## src/rtl/hilo_ctrl.sv

```systemverilog
// hilo_ctrl: multiply/divide sequencer owning the HI/LO register write port.
// Optional feature macro HILO_MADD_EN enables MADD/MADDU/MSUB/MSUBU (ops 6-9).
module hilo_ctrl (
  input  logic        clk,
  input  logic        rst,
  input  logic        op_valid,
  input  logic [3:0]  op,
  input  logic [31:0] rs_val,
  input  logic [31:0] rt_val,
  input  logic        flush,
  input  logic [31:0] hi_cur,
  input  logic [31:0] lo_cur,
  output logic        stall,
  output logic        busy,
  output logic        hilo_we,
  output logic [31:0] hi_o,
  output logic [31:0] lo_o
);

  typedef enum logic [2:0] {S_IDLE, S_MUL, S_DIV, S_FIX, S_DONE} state_e;

  typedef enum logic [3:0] {
    OP_MULT  = 4'd0, OP_MULTU = 4'd1, OP_DIV  = 4'd2, OP_DIVU  = 4'd3,
    OP_MTHI  = 4'd4, OP_MTLO  = 4'd5, OP_MADD = 4'd6, OP_MADDU = 4'd7,
    OP_MSUB  = 4'd8, OP_MSUBU = 4'd9
  } op_e;

  function automatic logic op_signed(input logic [3:0] o);
    return (o == OP_MULT) || (o == OP_DIV) || (o == OP_MADD) || (o == OP_MSUB);
  endfunction

  function automatic logic op_mul(input logic [3:0] o);
`ifdef HILO_MADD_EN
    return (o == OP_MULT) || (o == OP_MULTU) || (o == OP_MADD) ||
           (o == OP_MADDU) || (o == OP_MSUB) || (o == OP_MSUBU);
`else
    return (o == OP_MULT) || (o == OP_MULTU);
`endif
  endfunction

  function automatic logic op_div(input logic [3:0] o);
    return (o == OP_DIV) || (o == OP_DIVU);
  endfunction

  state_e      state_q, state_d;
  logic [3:0]  op_q, op_d;
  logic [31:0] a_q, a_d;        // multiplicand, or dividend shifting into quotient
  logic [31:0] b_q, b_d;
  logic [31:0] rem_q, rem_d;
  logic [4:0]  cnt_q, cnt_d;
  logic [63:0] prod_q, prod_d;  // product, or {remainder, quotient}
  logic        qneg_q, qneg_d;
  logic        rneg_q, rneg_d;
  logic        pend_q, pend_d;
  logic        pend_hi_q, pend_hi_d;
  logic [31:0] pend_val_q, pend_val_d;

  logic [32:0] sh;
  logic        ge;
  logic [63:0] ext_a, ext_b;
  logic        rs_neg, rt_neg;

  always_comb begin
    state_d    = state_q;
    op_d       = op_q;
    a_d        = a_q;
    b_d        = b_q;
    rem_d      = rem_q;
    cnt_d      = cnt_q;
    prod_d     = prod_q;
    qneg_d     = qneg_q;
    rneg_d     = rneg_q;
    pend_d     = 1'b0;
    pend_hi_d  = pend_hi_q;
    pend_val_d = pend_val_q;

    sh     = {rem_q, a_q[31]};
    ge     = sh >= {1'b0, b_q};
    ext_a  = op_signed(op_q) ? {{32{a_q[31]}}, a_q} : {32'd0, a_q};
    ext_b  = op_signed(op_q) ? {{32{b_q[31]}}, b_q} : {32'd0, b_q};
    rs_neg = op_signed(op) && rs_val[31];
    rt_neg = op_signed(op) && rt_val[31];

    unique case (state_q)
      S_IDLE: begin
        if (op_valid && !flush) begin
          if (op_mul(op)) begin
            op_d    = op;
            a_d     = rs_val;
            b_d     = rt_val;
            state_d = S_MUL;
          end else if (op_div(op)) begin
            op_d = op;
            if (rt_val == '0) begin
              prod_d  = {rs_val, 32'hFFFF_FFFF};
              state_d = S_DONE;
            end else begin
              a_d     = rs_neg ? -rs_val : rs_val;
              b_d     = rt_neg ? -rt_val : rt_val;
              rem_d   = '0;
              cnt_d   = '0;
              qneg_d  = rs_neg ^ rt_neg;
              rneg_d  = rs_neg;
              state_d = S_DIV;
            end
          end else if (op == OP_MTHI || op == OP_MTLO) begin
            pend_d     = 1'b1;
            pend_hi_d  = (op == OP_MTHI);
            pend_val_d = rs_val;
          end
        end
      end
      S_MUL: begin
        prod_d  = ext_a * ext_b;
        state_d = S_DONE;
      end
      S_DIV: begin
        rem_d = ge ? (sh[31:0] - b_q) : sh[31:0];
        a_d   = {a_q[30:0], ge};
        cnt_d = cnt_q + 5'd1;
        if (cnt_q == 5'd31) state_d = S_FIX;
      end
      S_FIX: begin
        prod_d  = {rneg_q ? -rem_q : rem_q, qneg_q ? -a_q : a_q};
        state_d = S_DONE;
      end
      S_DONE: state_d = S_IDLE;
      default: state_d = S_IDLE;
    endcase

    if (flush) begin
      state_d = S_IDLE;
      pend_d  = 1'b0;
    end
  end

  always_ff @(posedge clk) begin
    if (rst) begin
      state_q    <= S_IDLE;
      op_q       <= '0;
      a_q        <= '0;
      b_q        <= '0;
      rem_q      <= '0;
      cnt_q      <= '0;
      prod_q     <= '0;
      qneg_q     <= 1'b0;
      rneg_q     <= 1'b0;
      pend_q     <= 1'b0;
      pend_hi_q  <= 1'b0;
      pend_val_q <= '0;
    end else begin
      state_q    <= state_d;
      op_q       <= op_d;
      a_q        <= a_d;
      b_q        <= b_d;
      rem_q      <= rem_d;
      cnt_q      <= cnt_d;
      prod_q     <= prod_d;
      qneg_q     <= qneg_d;
      rneg_q     <= rneg_d;
      pend_q     <= pend_d;
      pend_hi_q  <= pend_hi_d;
      pend_val_q <= pend_val_d;
    end
  end

  // Write port is combinational so flush can kill a write in the same cycle.
  always_comb begin
    hilo_we = 1'b0;
    hi_o    = '0;
    lo_o    = '0;
    if (!flush) begin
      if (state_q == S_DONE) begin
        hilo_we      = 1'b1;
        {hi_o, lo_o} = prod_q;
`ifdef HILO_MADD_EN
        if (op_q == OP_MADD || op_q == OP_MADDU)
          {hi_o, lo_o} = {hi_cur, lo_cur} + prod_q;
        else if (op_q == OP_MSUB || op_q == OP_MSUBU)
          {hi_o, lo_o} = {hi_cur, lo_cur} - prod_q;
`endif
      end else if (state_q == S_IDLE && pend_q) begin
        hilo_we = 1'b1;
        hi_o    = pend_hi_q ? pend_val_q : hi_cur;
        lo_o    = pend_hi_q ? lo_cur : pend_val_q;
      end
    end
  end

  assign busy  = (state_q != S_IDLE);
  assign stall = !flush &&
                 ((state_q == S_IDLE && op_valid && (op_mul(op) || op_div(op))) ||
                  state_q == S_MUL || state_q == S_DIV || state_q == S_FIX);

endmodule

```

## config.mk

```make
export PLATFORM = sky130hd
export DESIGN_NAME = hilo_ctrl
export DESIGN_NICKNAME = d
export VERILOG_FILES = /design/src/rtl/hilo_ctrl.sv
export SDC_FILE = /design/constraint.sdc
export NUM_CORES = 2
export LEC_CHECK = 0
export ABC_AREA = 1
export BUFFER_PORTS_ARGS = -buffer_cell sky130_fd_sc_hd__buf_4
export CAP_MARGIN = 20
export CORE_ASPECT_RATIO = 1.2
export CORE_UTILIZATION = 40
export CTS_CLUSTER_SIZE = 16
export DETAILED_ROUTE_END_ITERATION = 12
export SETUP_SLACK_MARGIN = 0.2
export SYNTH_ARGS = -nofsm -noshare
export SYNTH_HDL_FRONTEND = slang
export SYNTH_SLANG_ARGS = --single-unit
```

## constraint.sdc

```tcl
create_clock -name clk -period 9.4 [get_ports clk]
set_input_delay 0.47 -clock clk [delete_from_list [all_inputs] [get_ports clk]]
set_output_delay 0.47 -clock clk [all_outputs]
set_load 0.02 [all_outputs]
```

After elaboration in Yosys (flattened, before gate mapping):

Index checks and enable logic that the tools add are counted.

* word-level logic and storage cells: 140
* bits in registers: 208
* bits of input ports: 136
* output and inout bits: 67

* multiplexer cells: 50
* multipliers: 1
* bitwise gates (word level): 6
* order comparisons: 1
* eq/ne operators: 24
* add/subtract/negate cells: 6
* reduce and logical (&&, ||, !) cells: 40

Operators by type and width (number)
* 32-bit two-way mux: 24
* 64-bit two-way mux: 6
* 64-bit case mux with 3 select lines: 1
* 32-bit negator: 4
* 32-bit case mux with 2 select lines: 2
* 64-bit by 64-bit multiplier with 64-bit output: 1
* 33-bit by 32-bit greater-or-equal comparator with 1-bit output: 1
* 32-bit zero test: 1
* 32-bit subtractor: 1
* 5-bit two-way mux: 4
* 5-bit AND reduction: 4
* 4-bit by 3-bit == test with 1-bit output (second input constant): 4
* 3-bit two-way mux: 5
* 1-bit logical OR: 13
* 4-bit by 2-bit == test with 1-bit output (second input constant): 3
* 2-bit inequality test (second input constant): 5
* 5-bit case mux with 2 select lines: 1
* 3-bit case mux with 3 select lines: 1
* 4-bit == test (second input constant): 2
* 4-bit zero test: 2
* 4-bit two-way mux: 2
* 4-bit AND reduction: 2
* 1-bit logical AND: 7
* 3-bit by 2-bit == test with 1-bit output (second input constant): 2
* 18 further kinds: 30

Depth between registers and ports, before layout:

* depth in word-level cells: 11
* gate-level depth with buffers: 43
* depth with buffers taken out: 42

Least setup slack after synthesis:

Ideal clock, no wire load.

* path type: flip-flop to flip-flop
* from: register op_q[1]
* to: register prod_q[63]
* library setup time: 0.070 ns
* required time: 9.330 ns
* data arrival time: 8.947 ns
* stages on the path, launching flop included: 35
* setup slack: 0.383 ns
* path buffers: 2
* clock period less this slack: 9.017 ns
* path through: dfxtp_1 > nand2_1 > nand2_1 > nor2_1 > clkinv_1 > clkbuf_1 > clkbuf_1 > nor2_1 > fa_1 > inv_1 > fa_1 > inv_1 > fa_1 > inv_1 > fa_1 > inv_1 > fa_1 > fa_1 > fa_1 > inv_1 > fa_1 > inv_1 > fa_1 > inv_1 > fa_1 > inv_1 > ha_1 > nand2_1 > nor3_1 > nand2_1 > nor4_1 > a21oi_1 > nand3_1 > nand3_1 > a21oi_1

* longest elaborated chain between the ends: 7
* elaborated cells between the ends (all ways): 11

Ends and longest elaborated chain
* start, declared: RTL line 46 `logic [3:0] op_q, op_d;`
* start signal, assigned: RTL line 153 `op_q <= op_d;`
* 4-bit by 2-bit == test with 1-bit output / 4-bit zero test (equally long branches): RTL line 29 `return (o == OP_MULT) || (o == OP_DIV) || (o == OP_MADD) || (o == OP_MSUB);`
* 1-bit logical OR (2 in series): RTL line 29
* 1-bit logical OR *: RTL line 29
* 64-bit two-way mux, on equally long branches: RTL line 79, 80
* 64-bit by 64-bit multiplier with 64-bit output *: RTL line 114 `prod_d = ext_a * ext_b;`
* 64-bit case mux with 3 select lines *: RTL line 84 `unique case (state_q)`
* end signal, assigned: RTL line 158 `prod_q <= prod_d;`
* end, declared: RTL line 51 `logic [63:0] prod_q, prod_d;`

Mark *: on every way between the ends. The rest lies on a longest branch, timed or not.
A chain may end at the register's enable or synchronous reset.

Final worst setup path:

* from: register a_q[19]
* to: register prod_q[47]

* longest elaborated chain between the ends: 3

Ends and longest elaborated chain
* start, declared: RTL line 47 `logic [31:0] a_q, a_d;`
* start signal, assigned: RTL line 141 `a_q <= '0;`
* start signal, assigned: RTL line 154 `a_q <= a_d;`
* 64-bit two-way mux: RTL line 79 `ext_a = op_signed(op_q) ? {{32{a_q[31]}}, a_q} : {32'd0, a_q};`
* 64-bit by 64-bit multiplier with 64-bit output: RTL line 114
* 64-bit case mux with 3 select lines: RTL line 84

Every way passes these cells.

==> results.sh <==
export IMPL_cpMostUsedCell="fa_1"
export IMPL_ys_warn_count=0
export IMPL_layout_common_cells="inv_1 (2415), nand2_1 (1865), fa_1 (1409)"
export IMPL_grt_pass1_vias=60300
export IMPL_drt_first_pass_iters=7
export IMPL_setup_tns_ps=0
export IMPL_setup_ws_ps=358
export IMPL_drt_wl_total_um=256000
export IMPL_post_route_drc_count=0
export IMPL_path_max_fanout=32
export IMPL_min_path_cells=2
export IMPL_antenna_found_initial=10
export IMPL_ys_ff_latch=208
export IMPL_synth_edff_count=0
export IMPL_synthToLayoutAreaGrowth_pct=12.9
export IMPL_synthArstFlopShare_pct=0
export IMPL_hpwl_um=213000
export IMPL_hold_buffers=0
export IMPL_ys_types=55
export IMPL_path_class="reg2reg"
export IMPL_syn_area_mm2=0.0650
export IMPL_drt_first_iter_violations=5237
export IMPL_avgViaCountPerCell=5.23
export IMPL_rsz0062_at_grt="yes"
export IMPL_syn_inst=8625
export IMPL_p_per_area_mw_per_mm2=49.7
export IMPL_nFillCells=16400
export IMPL_min_period_ps=9040
export IMPL_start_util_pct=40.4
export IMPL_setup_viol=0
export IMPL_path_buf_inv=11
export IMPL_p_leak_uw=0.0402
export IMPL_r2r_start="a_q[19]$_SDFFE_PP0P_"
export IMPL_fin_util_pct=45.6
export IMPL_max_slew_margin_rel_pct=27.5
export IMPL_grt_ovfl_total=0
export IMPL_cts_max_level=1
export IMPL_rows=161
export IMPL_cts_root_buf="clkbuf_16"
export IMPL_cts_buffers=28
export IMPL_ios=203
export IMPL_syn_num_nets=10500
export IMPL_grt_max_degree=98
export IMPL_slowest_stage="dfxtp_1"
export IMPL_synth_area_per_cell_um2=7.53
export IMPL_yosysSeqAreaShare_pct=6.41
export IMPL_gp_congestion=1.04
export IMPL_max_cap_viol_count=0
export IMPL_ir_drop_mv=0.155
export IMPL_tightest_slew_ps=1090
export IMPL_cp_end_kind="flop"
export IMPL_crit_family="adder cells"
export IMPL_final_common_cell="inv_1"
export IMPL_ant_nets=0
export IMPL_min_path_type="in2reg"
export IMPL_nets=10800
export IMPL_cts_reportedPaths_clkPinSlew_ps=70
export IMPL_crit_required_ps=9930
export IMPL_tritoncts="built"
export IMPL_hold_viol=0
export IMPL_num_vias=57900
export IMPL_die_width_um=370
export IMPL_dp_cells=11000
export IMPL_crit_start="a_q[19]$_SDFFE_PP0P_"
export IMPL_fmax_mhz=111
export IMPL_hp_start="op[0]"
export IMPL_core_area_mm2=0.161
export IMPL_synth_flop_cell="dfxtp_1"
export IMPL_fin_crit_sh_pct=96.2
export IMPL_fin_cells=11100
export IMPL_grt_pass1_wl_um=384000
export IMPL_fin_skew_ps=41.9
export IMPL_track_usage_pct=31.6
export IMPL_dieHeight_um=443
export IMPL_finalMaxSlewViolations=0
export IMPL_cp_depth=33
export IMPL_routedWlPerCell_um=23.1
export IMPL_clock_path_buffers=3
export IMPL_r2r_cells=33
export IMPL_max_stage_delay_ps=700
export IMPL_pre_cts_ws_ps=-278
export IMPL_cp_arrival_ps=9570
export IMPL_die_area_mm2=0.164
export IMPL_start_kind="flop"
export IMPL_io_buffers=202
export IMPL_placed_area_mm2=0.0719
export IMPL_drive_above_1_share_pct=10.1
export IMPL_clock_sinks=208
export IMPL_clk_latency_ps=630
export IMPL_outcome="finished clean"
export IMPL_finalInstanceArea_mm2=0.0733
area by class of cell:
cell class	count	area (um^2)	area share, %
diodes	5	12.5	0.0171
flip-flops and latches	208	4190	5.71
clock buffers	42	833	1.14
well taps	2119	2650	3.62
repair buffers	682	5790	7.90
multi-input cells	5590	50600	69.0
clock inverters	10	166	0.227
inverters	2428	9120	12.4
per-stage QoR:
| stage | hold WS, ps | total power [uW] |
|---|---|---|
| finish | 94.5 | 3650 |
| global route | 83.6 | 3810 |
| CTS | 78.3 | 3620 |
| detailed placement | 449 | 2420 |
| global placement | 442 | 2420 |
| floorplan | 425 | 1740 |
final timing paths:
path / to / slack [ps]
worst min-delay path: pend_hi_q$_SDFFE_PP0P_ / 90
worst max register to register: prod_q[47]$_SDFFE_PP0P_ / 360
worst min register to register: op_q[3]$_SDFFE_PP0P_ / 460
worst max-delay path: prod_q[47]$_SDFFE_PP0P_ / 360
synth_stat cells, types with 5 or more instances:
cell | number | area [um^2]
inv_1 | 2422 | 9090
nand2_1 | 1870 | 7020
fa_1 | 1420 | 28400
nor2_1 | 495 | 1860
a21oi_1 | 370 | 1850
o21ai_0 | 369 | 1850
ha_1 | 347 | 4340
clkbuf_1 | 312 | 1170
nand3_1 | 254 | 1270
dfxtp_1 | 208 | 4160
xor2_1 | 74 | 648
buf_1 | 60 | 225
nor3_1 | 58 | 290
nand4_1 | 56 | 350
xnor2_1 | 43 | 377
mux2_2 | 32 | 360
a211oi_1 | 24 | 180
buf_2 | 20 | 100
nand3b_1 | 20 | 150
a31oi_1 | 18 | 113
nor4_1 | 17 | 106
o211ai_1 | 17 | 128
o22ai_1 | 17 | 106
or2_2 | 15 | 93.8
o21bai_1 | 9 | 67.6
a21boi_0 | 7 | 52.6
a21o_1 | 7 | 52.6
a32o_1 | 7 | 70.1
a21oi_2 | 5 | 43.8
buf_6 | 5 | 56.3
o21a_1 | 5 | 37.5
routing by layer:
layer	share of wire [%]	vias up	global-route usage, %
met3	7.6	556	3.85
met5	0	-	0
li1	-	25700	-
met2	47	2585	51.7
met4	6.7	0	16.3
met1	39	29100	41.0
cells by family after synthesis:
kind of cell | share of synthesized area (%)
AOI/OAI and AO/OA | 7.28
xor gates and xnor gates | 1.58
adders and majority gates | 50.4
buffers and inverters | 16.4
DFF | 6.41
muxes | 0.555
and+or+nand+nor | 17.3
repair_timing:
| action | in CTS | in global routing |
|---|---|---|
| endpoints found under the setup margin | 10 | 30 |
| resized for setup | 17 | 104 |
| pin swaps | 0 | 12 |
| setup buffers | 0 | 2 |
| gates cloned | 0 | 1 |
power breakdown:
| group | internal [uW] | switching (uW) | total (uW) |
|---|---|---|---|
| sequential | 898 | 33.3 | 931 |
| combinational | 534 | 993 | 1530 |
| clock | 698 | 491 | 1190 |
state kept, by name, indices dropped and copies added (netlist names):
signal	count
qneg_q	1
pend_val_q	32
pend_q	1
b_q	32
op_q	4
rem_q	32
state_q	3
pend_hi_q	1
a_q	32
rneg_q	1
prod_q	64
cnt_q	5
Power figures use the tool's default switching activity.
